--- src/rtl/unit_arbiter.sv ---
// unit_arbiter: round-robin front end that multiplexes per-thread requests onto one shared execution unit.
// Optional watchdog is compiled in by defining UNIT_ARB_TIMEOUT_EN.
module unit_arbiter #(
    parameter int NUM_THREADS    = 4,
    parameter int WORD_W         = 32,
    parameter int SEL_W          = 3,
    parameter int TIMEOUT_CYCLES = 255
) (
    input  logic                          clk,
    input  logic                          rst,
    input  logic [NUM_THREADS-1:0]        req_valid,
    output logic [NUM_THREADS-1:0]        req_ready,
    input  logic [NUM_THREADS*SEL_W-1:0]  req_sel,
    input  logic [NUM_THREADS*WORD_W-1:0] req_ctrl,
    input  logic [NUM_THREADS*WORD_W-1:0] req_in0,
    input  logic [NUM_THREADS*WORD_W-1:0] req_in1,
    output logic [NUM_THREADS-1:0]        rsp_valid,
    output logic [WORD_W-1:0]             rsp_data,
    output logic                          rsp_err,
    output logic [SEL_W-1:0]              unit_sel,
    output logic [WORD_W-1:0]             unit_ctrl,
    output logic [WORD_W-1:0]             unit_in0,
    output logic [WORD_W-1:0]             unit_in1,
    output logic                          unit_valid,
    input  logic                          unit_ready,
    input  logic                          unit_done,
    input  logic [WORD_W-1:0]             unit_out
);

    localparam int PTR_W = (NUM_THREADS > 1) ? $clog2(NUM_THREADS) : 1;

    typedef enum logic [1:0] {S_IDLE, S_ISSUE, S_WAIT, S_RESP} state_t;

    state_t             state_q, state_d;
    logic [PTR_W-1:0]   rr_q, rr_d;
    logic [PTR_W-1:0]   owner_q, owner_d;
    logic [SEL_W-1:0]   sel_q, sel_d;
    logic [WORD_W-1:0]  ctrl_q, ctrl_d;
    logic [WORD_W-1:0]  in0_q, in0_d;
    logic [WORD_W-1:0]  in1_q, in1_d;
    logic [WORD_W-1:0]  data_q, data_d;

    logic               grant_found;
    logic [PTR_W-1:0]   grant_idx;
    logic [PTR_W-1:0]   cand;
    logic               accept;
    logic               timeout_hit;

    // Scan from rr_q upward with wrap; the first requester found wins.
    always_comb begin
        grant_found = 1'b0;
        grant_idx   = '0;
        cand        = '0;
        for (int k = 0; k < NUM_THREADS; k++) begin
            cand = PTR_W'((int'(rr_q) + k) % NUM_THREADS);
            if (!grant_found && req_valid[cand]) begin
                grant_found = 1'b1;
                grant_idx   = cand;
            end
        end
    end

    assign accept = (state_q == S_IDLE) && grant_found && !rst;

    always_comb begin
        // NOTE: every output and next-state signal is defaulted first so no path through the case infers a latch.
        state_d    = state_q;
        rr_d       = rr_q;
        owner_d    = owner_q;
        sel_d      = sel_q;
        ctrl_d     = ctrl_q;
        in0_d      = in0_q;
        in1_d      = in1_q;
        data_d     = data_q;
        req_ready  = '0;
        rsp_valid  = '0;
        rsp_data   = '0;
        unit_valid = 1'b0;
        unit_sel   = '0;
        unit_ctrl  = '0;
        unit_in0   = '0;
        unit_in1   = '0;

        case (state_q)
            S_IDLE: begin
                if (accept) begin
                    req_ready[grant_idx] = 1'b1;
                    owner_d = grant_idx;
                    sel_d   = req_sel[grant_idx*SEL_W +: SEL_W];
                    ctrl_d  = req_ctrl[grant_idx*WORD_W +: WORD_W];
                    in0_d   = req_in0[grant_idx*WORD_W +: WORD_W];
                    in1_d   = req_in1[grant_idx*WORD_W +: WORD_W];
                    data_d  = '0;
                    // Unit select 0 means "no unit": answer directly with zero.
                    state_d = (req_sel[grant_idx*SEL_W +: SEL_W] == '0) ? S_RESP : S_ISSUE;
                end
            end
            S_ISSUE: begin
                unit_sel   = sel_q;
                unit_ctrl  = ctrl_q;
                unit_in0   = in0_q;
                unit_in1   = in1_q;
                unit_valid = !timeout_hit;
                if (timeout_hit) begin
                    data_d  = '0;
                    state_d = S_RESP;
                end else if (unit_ready) begin
                    if (unit_done) begin
                        data_d  = unit_out;
                        state_d = S_RESP;
                    end else begin
                        state_d = S_WAIT;
                    end
                end
            end
            S_WAIT: begin
                unit_sel  = sel_q;
                unit_ctrl = ctrl_q;
                unit_in0  = in0_q;
                unit_in1  = in1_q;
                if (timeout_hit) begin
                    data_d  = '0;
                    state_d = S_RESP;
                end else if (unit_done) begin
                    data_d  = unit_out;
                    state_d = S_RESP;
                end
            end
            S_RESP: begin
                rsp_valid[owner_q] = 1'b1;
                rsp_data = data_q;
                rr_d     = (owner_q == PTR_W'(NUM_THREADS - 1)) ? '0 : owner_q + 1'b1;
                state_d  = S_IDLE;
            end
            default: state_d = S_IDLE;
        endcase
    end

    always_ff @(posedge clk) begin
        // NOTE: non-blocking assignments so every register samples pre-edge values regardless of statement order.
        if (rst) begin
            state_q <= S_IDLE;
            rr_q    <= '0;
            owner_q <= '0;
            sel_q   <= '0;
            ctrl_q  <= '0;
            in0_q   <= '0;
            in1_q   <= '0;
            data_q  <= '0;
        end else begin
            state_q <= state_d;
            rr_q    <= rr_d;
            owner_q <= owner_d;
            sel_q   <= sel_d;
            ctrl_q  <= ctrl_d;
            in0_q   <= in0_d;
            in1_q   <= in1_d;
            data_q  <= data_d;
        end
    end

`ifdef UNIT_ARB_TIMEOUT_EN
    localparam int WDOG_W = $clog2(TIMEOUT_CYCLES + 1);

    logic [WDOG_W-1:0] wdog_q, wdog_d;
    logic              err_q, err_d;
    logic              busy;

    assign busy        = (state_q == S_ISSUE) || (state_q == S_WAIT);
    assign timeout_hit = busy && (wdog_q >= WDOG_W'(TIMEOUT_CYCLES - 1)) && !unit_done;
    assign rsp_err     = (state_q == S_RESP) && err_q;

    // The counter saturates so a late compare can never wrap back to zero.
    always_comb begin
        wdog_d = wdog_q;
        err_d  = err_q;
        if (accept) begin
            wdog_d = '0;
            err_d  = 1'b0;
        end else if (busy) begin
            if (timeout_hit) begin
                err_d = 1'b1;
            end
            if (wdog_q != WDOG_W'(TIMEOUT_CYCLES)) begin
                wdog_d = wdog_q + 1'b1;
            end
        end
    end

    always_ff @(posedge clk) begin
        if (rst) begin
            wdog_q <= '0;
            err_q  <= 1'b0;
        end else begin
            wdog_q <= wdog_d;
            err_q  <= err_d;
        end
    end
`else
    logic unused_timeout_cfg;

    assign timeout_hit        = 1'b0;
    assign rsp_err            = 1'b0;
    assign unused_timeout_cfg = (TIMEOUT_CYCLES != 0);
`endif

endmodule

--- config.mk ---
export PLATFORM = sky130hd
export DESIGN_NAME = unit_arbiter
export DESIGN_NICKNAME = d
export VERILOG_FILES = /design/src/rtl/unit_arbiter.sv
export SDC_FILE = /design/constraint.sdc
export NUM_CORES = 1
export LEC_CHECK = 0
export CAP_MARGIN = 40
export CORE_AREA = 2 2 226 228
export DETAILED_ROUTE_END_ITERATION = 10
export DIE_AREA = 0 0 228 230
export PLACE_DENSITY = 0.58
export SLEW_MARGIN = 10
export SYNTH_ARGS = -nofsm -noshare
export SYNTH_HDL_FRONTEND = slang
export SYNTH_SLANG_ARGS = --single-unit
--- constraint.sdc ---
create_clock -name clk -period 2.2 [get_ports clk]
set_input_delay 0.44 -clock clk [delete_from_list [all_inputs] [get_ports clk]]
set_output_delay 0.44 -clock clk [all_outputs]
set_load 0.05 [all_outputs]
* Yosys cells after proc, flatten, opt, wreduce, memory -nomap -nowiden
Index checks and enable logic that the tools add are counted.
Storage, ports and cells: register bits after elaboration 137, output and inout bits 141
Cells by class: reductions and logical operators 18, add/sub/neg operators 4, shift operators 4, equal/unequal tests 7, multiplexer cells 40, $mul 1, magnitude comparators 8
Operators with widths (count):
- 128-bit by 8-bit variable part select with 32-bit output | 3
- 32-bit 2-to-1 mux | 7
- 32-bit case mux with 3 select lines | 1
- 2-bit by 3-bit < comparator with 1-bit output, second input constant | 6
- 2-bit 2-to-1 mux | 9
- 1-bit 2-to-1 mux | 12
- 4-bit 2-to-1 mux | 3
- 12-bit by 5-bit variable part select with 3-bit output | 1
- 1-bit binary-select mux with 2-bit select | 4
- 2-bit case mux with 4 select lines | 1
- 1-bit logical AND | 7
- 2-bit == test, second input constant | 3
- 2-bit != test, second input constant | 3
- 3-bit AND reduction | 2
- 2-bit by 1-bit adder with 2-bit output, second input constant | 2
- 2-bit adder, second input constant | 2
- 1-bit demux with 2-bit select | 2
- 2-bit by 1-bit >= comparator with 1-bit output, second input constant | 2
- 1-bit zero test | 4
- 2-bit by 2-bit multiplier with 4-bit output, second input constant | 1
- 3-bit zero test | 1
- 3-bit 2-to-1 mux | 1
- 3-bit nonzero test | 1
- 2-bit by 1-bit == test with 1-bit output, second input constant | 1
- other kinds (3) | 3

* Longest topological paths before layout
depth in word-level cells 18, depth in mapped cells 10, gate-level depth less buffers 7

* Least setup slack after synthesis
No wires, ideal clock.
path type input -> output, from input port req_valid[2], to output port req_ready[3], stages on the path 7, setup slack -385 ps, data required time 1760 ps, data arrival time 2145 ps, buffers on the path 3, cells stage by stage nor2b_1 -> a211o_1 -> and2_1 -> clkbuf_1 -> clkbuf_1 -> buf_1 -> and3_1
Between the ends: longest elaborated chain between the ends 18, elaborated cells between the ends (all ways) 31
Ends and longest elaborated chain:
- from (decl) | RTL line 11 | input logic [NUM_THREADS-1:0] req_valid,
- 1-bit binary-select mux with 2-bit select | RTL line 56 | if (!grant_found && req_valid[cand]) begin
- 1-bit 2-to-1 mux (not written as such) | RTL line 56
- 1-bit 2-to-1 mux | RTL line 56
- 1-bit zero test | RTL line 56
- 1-bit logical AND | RTL line 56
- 1-bit 2-to-1 mux | RTL line 56
- 1-bit zero test | RTL line 56
- 1-bit logical AND | RTL line 56
- [... 2 more ...]
- 1-bit logical AND | RTL line 56
- 2-bit 2-to-1 mux | RTL line 56
- 2-bit by 3-bit < comparator with 1-bit output (not written as such) / 2-bit by 1-bit >= comparator with 1-bit output (equally long branches) | RTL line 87 | req_ready[grant_idx] = 1'b1;
- 1-bit logical AND (not written as such) | RTL line 87
- 1-bit 2-to-1 mux (not written as such) | RTL line 87
- 1-bit demux with 2-bit select | RTL line 87
- 4-bit 2-to-1 mux (*) | RTL line 86 | if (accept) begin
- 4-bit 2-to-1 mux (*) | RTL line 84 | case (state_q)
- to (decl) | RTL line 12 | output logic [NUM_THREADS-1:0] req_ready,
Every way passes the cells marked *; elsewhere a longest branch is shown, timed or not. The select of a mux whose other input is x is not followed.

* Worst setup path in the final report
from register rr_q[1], to output port req_ready[3]
Between the ends: longest elaborated chain between the ends 18, elaborated cells between the ends (all ways) 34
Ends and longest elaborated chain:
- from (decl) | RTL line 35 | logic [PTR_W-1:0] rr_q, rr_d;
- from (signal assigned) | RTL line 152 | rr_q <= rr_d;
- branches (longest 16 deep; another with 2-bit by 3-bit < comparator with 1-bit output)
- 4-bit 2-to-1 mux (*) | RTL line 86
- 4-bit 2-to-1 mux (*) | RTL line 84
Every way passes the cells marked *. The select of a mux whose other input is x is not followed.

==> metrics.md <==
| Metric | Value |
|---|---|
| Status | `finished, violations left` |
| Failing checks | `setup timing` |
| Skew-Pair Late Insertion Delay | `0.48 ns` |
| Most frequent cells in the layout | `clkdlybuf4s50_1 (431), nand2_1 (422), nand3_1 (175)` |
| CTS Buffer Depth | `2` |
| Post-DRT Antenna Nets | `0` |
| Multi-input logic area | `5810 um2` |
| Reg-to-reg slack, setup | `0.04 ns` |
| Tot Pwr | `22.0 mW` |
| Worst-path fanout max | `5` |
| CTS root buf | `clkbuf_16` |
| Max stage delay on crit path | `0.34 ns` |
| Fmax | `431 MHz` |
| Finished Layout Cells | `2533` |
| Total of max-cap violations | `0` |
| Layout cells sized above 1 | `26.5%` |
| Post-route setup TNS | `-6.13 ns` |
| Area Overhead vs Synth | `120%` |
| Mapped cell area | `8560 um2` |
| FF/Latch Area | `2750 um2` |
| Nets | `2292` |
| Synthesized area per cell | `6.86 um2` |
| CTS Sinks | `137` |
| Crit-path leading delay family | `simple AND/OR/NAND/NOR gates` |
| Core Region | `49900 um2` |
| Port Buf Inserts | `575` |
| # IOs | `577` |
| Vias after detailed routing | `11400` |
| Row count | `82` |
| Dpl ws | `-0.788 ns` |
| Synthesized instance count | `1248` |
| Final wirelength | `49600 um` |
| Gp weighted congestion | `0.847` |
| Antenna cells | `0` |
| Initial antenna violation count | `1` |
| Mean routed wirelength per cell | `19.6 um` |
| Starting DRT DRC Count | `522` |
| Buf+Inv Stages, Crit Path | `3` |
| Post-synth cell types | `37` |
| Leak | `7.72 nW` |
| Required @ worst endpoint | `1.76 ns` |
| Synth warn | `0` |
| First-pass DRT Iterations | `5` |
| Worst path slowest cell | `dfxtp_2` |
| Final hold vios | `0` |
| Worst setup SP type | `flip-flop` |
| CTS hold repair buffers | `0` |
| Post-DP HPWL | `35700 um` |
| Inst Count DP | `2458` |
| CTS Buf Count | `17` |
| CTS tree | `done` |
| Mapped Nets | `1692` |
| Crit-path cells | `buf_6 > nand2_2 > a211o_1 > and2_4 > buf_12 > and3_4 > buf_12` |
| Hold crit path type | `flip-flop to flip-flop` |
| Largest net degree at the start of global routing | `85` |
| Die Ht | `230 um` |
| Peak supply drop | `594 uV` |
| Critical path type | `flip-flop to primary output` |
| Post-route DRC violation count | `0` |
| Total track usage | `18.0%` |
| Global route overflow | `0` |
| Final core utilization | `37.8%` |
| Hold path cells | `2` |
| Synthesized flop and latch total | `137` |
| Crit share post-route | `105%` |
| Clock skew | `0.00980 ns` |
| Detailed-route vias per instance | `4.49` |
| Via count of the first global-routing pass | `11500` |
| CP arrival | `1.88 ns` |
| Final setup violating endpoints | `87` |
| Fillers | `5060` |
| RSZ-0062 raised after global routing | `yes` |
| Worst R2R Path Depth | `7` |
| Global-route wire length before repair | `70500 um` |
| Clock-pin slew on the worst setup and hold paths | `0.06 ns` |
| Initial Utilization | `17.2%` |
| Setup WS post-layout | `-0.119 ns` |
| Sequential area share after synthesis | `32.1%` |
| Final slew viol count | `0` |
| PwrDens | `1170 nW/um2` |
| Levels on crit path | `7` |
| Leading cell type in the layout, fill and taps excluded | `clkdlybuf4s50_1` |
| Worst setup EP type | `primary output` |
| Most common cell on crit path | `buf_12` |
| Full die area | `52400 um2` |
| Tmin final | `2.32 ns` |
| H-tree depth | `4` |
| Die W | `228 um` |
## synth_stat cells
library cell  number  share of area, %
nand3_1          187                11
or2_2              2              0.15
conb_1             1             0.044
ha_1               8               1.2
nor2b_1            5              0.37
nor2_1            11              0.48
a211oi_1           1             0.088
a21o_1             1             0.088
o221ai_1           1              0.10
nor4_1             1             0.073
a21bo_2            4              0.47
buf_2             27               1.6
nand2_1          427                19
a21oi_1           81               4.7
clkbuf_1          67               2.9
and3_1             4              0.29
buf_1              5              0.22
or4b_1             1              0.12
nand3_2            1              0.12
and2_4             1              0.10
nor3_1             1             0.058
o21bai_1           1             0.088
buf_6             17               2.2
a211o_1           21               2.1
or4_1              2              0.18
dfxtp_1          137                32
a2111oi_0          1              0.10
buf_4              1             0.088
a22oi_1            1             0.088
o21ai_0            3              0.18
mux2i_1            2              0.23
a32o_1            76               8.9
and2_1           137                10
a22o_1             4              0.41
o31ai_1            1             0.088
inv_1              6              0.26
o211ai_1           1             0.088
## path summary, 6_finish.rpt
kind / start / end
max: rr_q[1]$_SDFFE_PP0P_ / req_ready[3]
min: data_q[6]$_SDFFE_PP0P_ / data_q[6]$_SDFFE_PP0P_
max reg2reg: rr_q[0]$_SDFFE_PP0P_ / ctrl_q[17]$_SDFFE_PP0P_
min reg2reg: data_q[6]$_SDFFE_PP0P_ / data_q[6]$_SDFFE_PP0P_
## timing repair
action                                  in CTS  in global routing
gates resized for setup                    128                 93
cloned                                      10                  7
endpoints found under the setup margin     239                155
hold endpoints to repair                     0                  0
buffers inserted                            24                  6
pin swaps                                   52                 28
## flip-flops by register name, summed over array words and instances, names as in the netlist
| signal | cells |
|---|---|
| ctrl_q | 32 |
| sel_q | 3 |
| owner_q | 2 |
| state_q | 2 |
| in0_q | 32 |
| in1_q | 32 |
| data_q | 32 |
| rr_q | 2 |
## layer usage
layer / routed length [um] / share of wire [%] / GRT usage, % / vias up
met5: 13 / 0.026 / 0 / -
met4: 1560 / 3.1 / 6.96 / 2
met3: 3500 / 7.0 / 5.21 / 72
met2: 25000 / 50 / 31.9 / 475
met1: 19600 / 40 / 20.4 / 5380
li1: - / - / - / 5452
## worst min-delay path: stages (launching register included)
cell,delay (ns)
dfxtp_1,0.31
nand2_1,0.05
a21oi_1,0.05
## report_power, final
part           total, mW  internal [mW]  switching (mW)
registers           3.85           3.37           0.478
logic               14.9           7.42            7.51
clock network       3.22           1.89            1.33
## metrics by stage
step,hold slack (ns),cell area (um2)
floorplan,0.427,8610
global placement,0.434,16900
detailed placement,0.439,16900
CTS,0.448,18400
global route,0.466,18800
finish,0.452,18800
## kinds of logic after synthesis
| kind of cell | count (synthesis) | share of synthesized area [%] |
|---|---|---|
| simple gates | 780 | 41.6 |
| compound gates | 197 | 17.6 |
| flops | 137 | 32.1 |
| buf+inv | 123 | 7.33 |
| fa+ha+maj | 8 | 1.17 |
| mux | 2 | 0.234 |
| other cells | 1 | 0.0438 |
## layout make-up
type,count,area share (%)
timing repair buffer,698,46.7
tap,672,4.46
inverter,6,0.119
sequential,137,14.6
multi-input combinational,988,30.8
clock buffer,17,2.26
clock inverter,15,1.05
(Power assumes the default switching activity.)
